**config.mk**
```make
export PLATFORM = sky130hd
export DESIGN_NAME = store_buffer
export DESIGN_NICKNAME = d
export VERILOG_FILES = /design/src/rtl/store_buffer_pkg.sv /design/src/rtl/sb_fwd_merge.sv /design/src/rtl/store_buffer.sv
export SDC_FILE = /design/constraint.sdc
export NUM_CORES = 1
export LEC_CHECK = 0
export CAP_MARGIN = 20
export CORE_ASPECT_RATIO = 1.25
export CORE_MARGIN = 4
export CORE_UTILIZATION = 57
export CTS_BUF_LIST = sky130_fd_sc_hd__clkbuf_16
export DETAILED_ROUTE_END_ITERATION = 10
export GPL_TIMING_DRIVEN = 0
export PLACE_DENSITY = 0.89
export SKIP_LAST_GASP = 1
export SYNTH_ARGS = -nofsm -noshare
export SYNTH_HDL_FRONTEND = slang
export SYNTH_SLANG_ARGS = --single-unit
```
**constraint.sdc**
```tcl
create_clock -name clk -period 6.6 [get_ports clk]
set_input_delay 1.32 -clock clk [delete_from_list [all_inputs] [get_ports clk]]
set_output_delay 1.32 -clock clk [all_outputs]
set_load 0.01 [all_outputs]
```
**src/rtl/store_buffer_pkg.sv**
```systemverilog
// rtl/store_buffer_pkg.sv - shared constants for the data-side store buffer
package store_buffer_pkg;

  // Default number of buffered stores.
  localparam int SB_DEPTH = 4;

  // Byte lanes per data word.
  localparam int BYTE_LANES = 4;

  // Word index of a byte address (drops the byte offset).
  function automatic logic [29:0] word_of(input logic [31:0] byte_addr);
    return byte_addr[31:2];
  endfunction

endpackage

```
**src/rtl/sb_fwd_merge.sv**
```systemverilog
// rtl/sb_fwd_merge.sv - per-lane youngest-wins store-to-load forwarding
module sb_fwd_merge
  import store_buffer_pkg::*;
#(
  parameter int DEPTH = SB_DEPTH,
  parameter int AW    = 32,
  parameter int DW    = 32
) (
  input  logic [AW-3:0]             ent_addr_i [DEPTH],
  input  logic [BYTE_LANES-1:0]     ent_be_i   [DEPTH],
  input  logic [DW-1:0]             ent_data_i [DEPTH],
  input  logic [DEPTH-1:0]          valid_i,
  input  logic [$clog2(DEPTH)-1:0]  head_i,
  input  logic [BYTE_LANES-1:0]     st_be_i,
  input  logic [AW-3:0]             st_addr_i,
  input  logic [DW-1:0]             st_data_i,
  input  logic [AW-3:0]             ld_addr_i,
  output logic [BYTE_LANES-1:0]     mask_o,
  output logic [DW-1:0]             data_o
);

  localparam int PW = $clog2(DEPTH);

  logic [PW-1:0] idx;

  // Walk entries oldest to youngest so later matches overwrite earlier ones;
  // the incoming store is applied last because it is the youngest source.
  always_comb begin
    mask_o = '0;
    data_o = '0;
    idx    = '0;
    for (int k = 0; k < DEPTH; k++) begin
      idx = head_i + PW'(k);
      if (valid_i[idx] && (ent_addr_i[idx] == ld_addr_i)) begin
        for (int l = 0; l < BYTE_LANES; l++) begin
          if (ent_be_i[idx][l]) begin
            mask_o[l]        = 1'b1;
            data_o[l*8 +: 8] = ent_data_i[idx][l*8 +: 8];
          end
        end
      end
    end
    if (st_addr_i == ld_addr_i) begin
      for (int l = 0; l < BYTE_LANES; l++) begin
        if (st_be_i[l]) begin
          mask_o[l]        = 1'b1;
          data_o[l*8 +: 8] = st_data_i[l*8 +: 8];
        end
      end
    end
  end

endmodule

```
**src/rtl/store_buffer.sv**
```systemverilog
// rtl/store_buffer.sv - in-order store FIFO with RAM drain and load forwarding
module store_buffer
  import store_buffer_pkg::*;
#(
  parameter int DEPTH = SB_DEPTH,
  parameter int AW    = 32,
  parameter int DW    = 32
) (
  input  logic                  clk,
  input  logic                  rst,
  input  logic [BYTE_LANES-1:0] st_wen_i,
  input  logic [AW-1:0]         st_addr_i,
  input  logic [DW-1:0]         st_wdata_i,
  input  logic                  ld_ren_i,
  input  logic [AW-1:0]         ld_addr_i,
  output logic [DW-1:0]         ld_rdata_o,
  output logic                  full_o,
  output logic                  empty_o,
  output logic                  ovf_o,
  output logic [AW-1:0]         ram_raddr_o,
  output logic                  ram_ren_o,
  input  logic [DW-1:0]         ram_rdata_i,
  output logic                  ram_wreq_o,
  output logic [BYTE_LANES-1:0] ram_wbe_o,
  output logic [AW-1:0]         ram_waddr_o,
  output logic [DW-1:0]         ram_wdata_o,
  input  logic                  ram_wgnt_i
);

  localparam int PW = $clog2(DEPTH);
  localparam int WA = AW - 2;

  logic [WA-1:0]         ent_addr_q [DEPTH];
  logic [BYTE_LANES-1:0] ent_be_q   [DEPTH];
  logic [DW-1:0]         ent_data_q [DEPTH];

  logic [PW-1:0]         head_q, head_d, tail_q, tail_d, off;
  logic [PW:0]           count_q, count_d;
  logic                  ovf_q, ovf_d;
  logic [BYTE_LANES-1:0] fwd_mask_q, fwd_mask_d, fwd_mask;
  logic [DW-1:0]         fwd_data_q, fwd_data_d, fwd_data;
  logic [DEPTH-1:0]      valid;
  logic                  st_any, full, pop, push, drop;
  logic                  unused_addr_lsbs;

  assign unused_addr_lsbs = ^{st_addr_i[1:0], ld_addr_i[1:0]};

  assign full    = (count_q == (PW+1)'(DEPTH));
  assign full_o  = full;
  assign empty_o = (count_q == '0);
  assign ovf_o   = ovf_q;

  assign st_any = |st_wen_i;
  assign pop    = ram_wreq_o & ram_wgnt_i;
  assign push   = st_any & (~full | pop);
  assign drop   = st_any & full & ~pop;

  assign ram_raddr_o = ld_addr_i;
  assign ram_ren_o   = ld_ren_i;
  assign ram_wreq_o  = ~empty_o;
  assign ram_wbe_o   = ram_wreq_o ? ent_be_q[head_q] : '0;
  assign ram_waddr_o = ram_wreq_o ? {ent_addr_q[head_q], 2'b00} : '0;
  assign ram_wdata_o = ram_wreq_o ? ent_data_q[head_q] : '0;

  // An entry is live when its distance from head is below the occupancy.
  always_comb begin
    valid = '0;
    off   = '0;
    for (int i = 0; i < DEPTH; i++) begin
      off      = PW'(i) - head_q;
      valid[i] = ({1'b0, off} < count_q);
    end
  end

  sb_fwd_merge #(
    .DEPTH (DEPTH),
    .AW    (AW),
    .DW    (DW)
  ) u_fwd (
    .ent_addr_i (ent_addr_q),
    .ent_be_i   (ent_be_q),
    .ent_data_i (ent_data_q),
    .valid_i    (valid),
    .head_i     (head_q),
    .st_be_i    (push ? st_wen_i : '0),
    .st_addr_i  (st_addr_i[AW-1:2]),
    .st_data_i  (st_wdata_i),
    .ld_addr_i  (ld_addr_i[AW-1:2]),
    .mask_o     (fwd_mask),
    .data_o     (fwd_data)
  );

  // Pointer, occupancy, overflow and snapshot next-state.
  always_comb begin
    head_d     = pop  ? head_q + PW'(1) : head_q;
    tail_d     = push ? tail_q + PW'(1) : tail_q;
    count_d    = count_q;
    case ({push, pop})
      2'b10:   count_d = count_q + (PW+1)'(1);
      2'b01:   count_d = count_q - (PW+1)'(1);
      default: count_d = count_q;
    endcase
    ovf_d      = ovf_q | drop;
    fwd_mask_d = ld_ren_i ? fwd_mask : '0;
    fwd_data_d = ld_ren_i ? fwd_data : fwd_data_q;
  end

  // Control and snapshot registers with asynchronous clear.
  always_ff @(posedge clk or negedge rst) begin
    if (!rst) begin
      head_q     <= '0;
      tail_q     <= '0;
      count_q    <= '0;
      ovf_q      <= 1'b0;
      fwd_mask_q <= '0;
      fwd_data_q <= '0;
    end else begin
      head_q     <= head_d;
      tail_q     <= tail_d;
      count_q    <= count_d;
      ovf_q      <= ovf_d;
      fwd_mask_q <= fwd_mask_d;
      fwd_data_q <= fwd_data_d;
    end
  end

  // Entry payload is only meaningful while counted, so it needs no reset.
  always_ff @(posedge clk) begin
    if (push) begin
      ent_addr_q[tail_q] <= st_addr_i[AW-1:2];
      ent_be_q[tail_q]   <= st_wen_i;
      ent_data_q[tail_q] <= st_wdata_i;
    end
  end

  // Per lane, forwarded bytes override the RAM read data.
  always_comb begin
    ld_rdata_o = ram_rdata_i;
    for (int l = 0; l < BYTE_LANES; l++) begin
      if (fwd_mask_q[l]) ld_rdata_o[l*8 +: 8] = fwd_data_q[l*8 +: 8];
    end
  end

endmodule

```
==> flow_summary_export.csv <==
group,metric,value,unit
clocking,clock_tree.htree_level_count,2,
synth,synth_mux_area_share,21.11,%
timing,report.final.hold_viol_count,0,
floorplan,core_area,35360,um2
synth,yosys-top-cells-area,"sky130_fd_sc_hd__edfxtp_1 39%, sky130_fd_sc_hd__mux2i_1 9.0%, sky130_fd_sc_hd__mux2_2 6.0%, sky130_fd_sc_hd__mux4_2 5.9%, sky130_fd_sc_hd__dfrtp_1 5.4%",
critical_path,critical_path.reg2reg.startpoint,"head_q[0]",
clocking,path_clk_slew,0.06,ns
floorplan,design.portCount,273,
synth,synth_sequential_area_ratio,44.36,%
hold_path,timing.hold.worst.class,"register to register",
critical_path,reg2reg_setup_slack,0.05,ns
global_route,grt_start_max_net_pins,49,
global_route,groute.usage.overall,39.49,%
floorplan,initial_core_util,57.56,%
timing,hold-worst-slack,0.4912,ns
drt,routed_wl,78300,um
synth,async_set_or_reset_register_ratio_after_synthesis,14.29,%
hold_path,hold-path-endpoint,"fwd_data_q[2]",
critical_path,start_kind,"register",
drt,avgRoutedWirePerCell,30.20,um
critical_path,required,7.03,ns
cells_and_area,finalCoreUtilization,70.12,%
clocking,numCtsBuffers,35,
cells_and_area,finalInstanceArea,24790,um2
timing,slew_violations,0,
timing,min_period_over_period,99.27,%
synth,post_synth_num_cell_types,73,
timing,rsz0062_at_grt,"false",
power,power_leakage,0.009073,uW
synth,synth_area_leader_cell,"sky130_fd_sc_hd__edfxtp_1",
drt,vias_per_cell,6.805,
synth,synth_top_family_by_area,"multiplexers",
placed_design,detailed_place_hpwl,57830,um
clocking,clock_tree_from_tritoncts,"done",
clocking,numClockSinks,308,
synth,synth_compound_gate_area_share,9.308,%
synth,post_synth_xor_xnor_area,7.187,%
timing,worst-slew-pin-transition,1.074,ns
critical_path,r2r-end,"fwd_data_q[14]",
synth,yosys_warnings,0,
power,power_density,506.1,nW/um2
synth,synth_top_area_share,38.95,%
global_route,grt_first_pass_wirelength,113200,um
clocking,cts_root_buf,"sky130_fd_sc_hd__clkbuf_16",
timing,worst_slew_margin_rel,28.40,%
floorplan,die-width,177.0,um
placed_design,placement.io_buffers,240,
critical_path,setup.worst_path.end_class,"register",
timing,clock_skew,0.02281,ns
power,report.power.total,12550,uW
synth,synthesis.area,20350,um2
job,drv.max_cap_violation_count,0,
cells_and_area,syn_to_final_growth,21.82,%
critical_path,worst-path-max-fanout,19,
critical_path,setup.worst_path.class,"register to register",
placed_design,finalWeightedCongestion,1.009,
cells_and_area,net_count_reported_at_finish,2238,
global_route,initial_antenna_violation_count,0,
hold_path,hp-start,"fwd_data_q[2]",
floorplan,fp.dieH,219.3,um
drt,detailed_route_via_count,17646,
synth,yosys.area_share.adder,0.6517,%
critical_path,r2r_depth,23,
drt,postRouteAntennaNets,0,
hold_path,hold_depth,2,
timing,max_freq,152.6,MHz
timing,fin_setup_tns,0,ns
synth,syn-instance-count,1811,
critical_path,cp_data_arrival_time,6.98,ns
drt,detail_route.drc_violations,0,
floorplan,num_rows,77,
drt,first_pass_iters,8,
synth,avgSynthCellArea,11.24,um2
clocking,clock_path_buffers,3,
cells_and_area,final_layout_size_suffix_gt1_share,17.05,%
placed_design,placed_area,23500,um2
synth,yosys_register_bits,308,
power,worst_ir_drop_vdd,0.0003135,V
global_route,grt_overflow,0,
synth,post_synth_and_or_nand_nor_area_fraction,12.06,%
global_route,first_global_vias,17694,
floorplan,dieArea,38810,um2
synth,number_of_synthesized_flops_with_an_enable_pin,264,
clocking,worst_skew_pair.late_latency,0.54,ns
synth,synth_top_flop_cell,"sky130_fd_sc_hd__edfxtp_1",
timing,layout_min_cycle_time,6.552,ns
drt,drt-initial-drc-count,2467,
status,status,"finished clean",
timing,final_setup_viols,0,
cells in the mapped netlist, drive strengths merged, types with 9 or more instances:
library cell and n:
a211oi 12, a21oi 72, nor2 113, mux2 109
nand2 127, o2111a 14, clkbuf 80, o2111ai 18
or2 10, nor3 22, buf 97, o21ai 104
and3 30, nand3 32, edfxtp 264, ha 9
xnor2 112, xor2 55, nand4 39, inv 28
or3 9, and2 33, nor4 22, a31oi 12
dfrtp 44, or4 18, mux4 55, mux2i 182
kinds of logic (layout without fill, tap and decap cells):
family / count (synthesis) / count (layout)
other cells: 1 / 4
buf+inv: 207 / 512
flops: 308 / 308
compound gates: 287 / 287
simple gates: 485 / 485
fa+ha+maj: 10 / 10
mux: 346 / 346
xor+xnor: 167 / 167
what timing repair did:
item	in CTS	in global routing
hold buffers	0	0
gates resized for setup	26	16
pin swaps	1	1
buffers inserted	3	0
setup endpoints to repair	78	40
hold endpoints to repair	0	0
sequential cells by signal, indices dropped and copies added, names as in the netlist, 2 cells and up:
signal	flops
count_q	3
ent_addr_q	120
ent_be_q	16
ent_data_q	128
fwd_data_q	32
fwd_mask_q	4
head_q	2
tail_q	2
final cells by class:
cell class	instances	area [um2]
fillers	2579	10570
multi-input cells	1297	10310
flip-flops and latches	308	9029
repair buffers	250	2590
plain buffers	170	1001
clock buffers	35	875.8
well taps	474	593.1
clock inverters	27	276.5
inverters	30	112.6
diodes	2	5.005
where the power goes:
| part | total, uW | internal, uW | switching, uW |
|---|---|---|---|
| combinational | 7410 | 2950 | 4460 |
| sequential | 3140 | 2820 | 319 |
| clock | 2000 | 1170 | 830 |
| total | 12500 | 6940 | 5610 |
routing by layer:
metal  part of all wire [%]  up-vias  global-route usage [%]
met5                      0        -                       0
met4                    8.7        0                   27.19
met3                     10      401                   7.891
met2                     47     1452                   65.50
met1                     34     8453                   46.13
li1                       -     7340                       -
how the worst max path moves through the flow:
stage,from,endpoint,cells past startpoint
after floorplan,head_q[1],fwd_data_q[12],25
after global placement,head_q[1],fwd_data_q[6],26
after detailed placement,head_q[1],fwd_data_q[15],25
after CTS,head_q[1],fwd_data_q[6],24
after global routing,head_q[1],fwd_data_q[14],24
final,head_q[0],fwd_data_q[14],23
layout by cell type, fill, tap and decap left out, drive strengths merged, types with 13 or more instances in the layout:
cell type        n
nand3           32
nor3            22
xnor2          112
mux2           109
inv             34
edfxtp         264
dfrtp           44
clkdlybuf4s50  239
clkbuf         114
buf            101
or4             18
nand4           39
a21oi           72
nand2          127
xor2            55
mux4            55
o2111ai         18
nor2           113
o21ai          104
clkinv          13
mux2i          182
nor4            22
o2111a          14
and3            30
and2            33
worst max-delay path, stage by stage (launching register included):
cell and delay, ns:
sky130_fd_sc_hd__dfrtp_1 0.35, sky130_fd_sc_hd__buf_6 0.20, sky130_fd_sc_hd__buf_12 0.19, sky130_fd_sc_hd__buf_12 0.17
sky130_fd_sc_hd__buf_6 0.23, sky130_fd_sc_hd__buf_6 0.32, sky130_fd_sc_hd__buf_2 0.40, sky130_fd_sc_hd__buf_4 0.29
sky130_fd_sc_hd__clkbuf_4 0.36, sky130_fd_sc_hd__buf_2 0.41, sky130_fd_sc_hd__buf_4 0.37, sky130_fd_sc_hd__xnor2_1 0.19
sky130_fd_sc_hd__inv_1 0.07, sky130_fd_sc_hd__ha_1 0.29, sky130_fd_sc_hd__nor2_1 0.12, sky130_fd_sc_hd__o22ai_1 0.22
sky130_fd_sc_hd__nor3_1 0.27, sky130_fd_sc_hd__nand2_1 0.09, sky130_fd_sc_hd__a21oi_2 0.29, sky130_fd_sc_hd__buf_2 0.34
sky130_fd_sc_hd__o2111ai_2 0.29, sky130_fd_sc_hd__clkbuf_1 0.34, sky130_fd_sc_hd__o221a_2 0.22, sky130_fd_sc_hd__o41ai_2 0.30
metrics by stage:
step	setup WS, ns	cells
detailed placement	-2.381	2532
CTS	0.01056	2591
global placement	-2.396	2526
floorplan	0.9919	1812
global route	0.01015	2591
finish	0.04813	2593
Note: power is estimated with default switching activity, not from simulation.
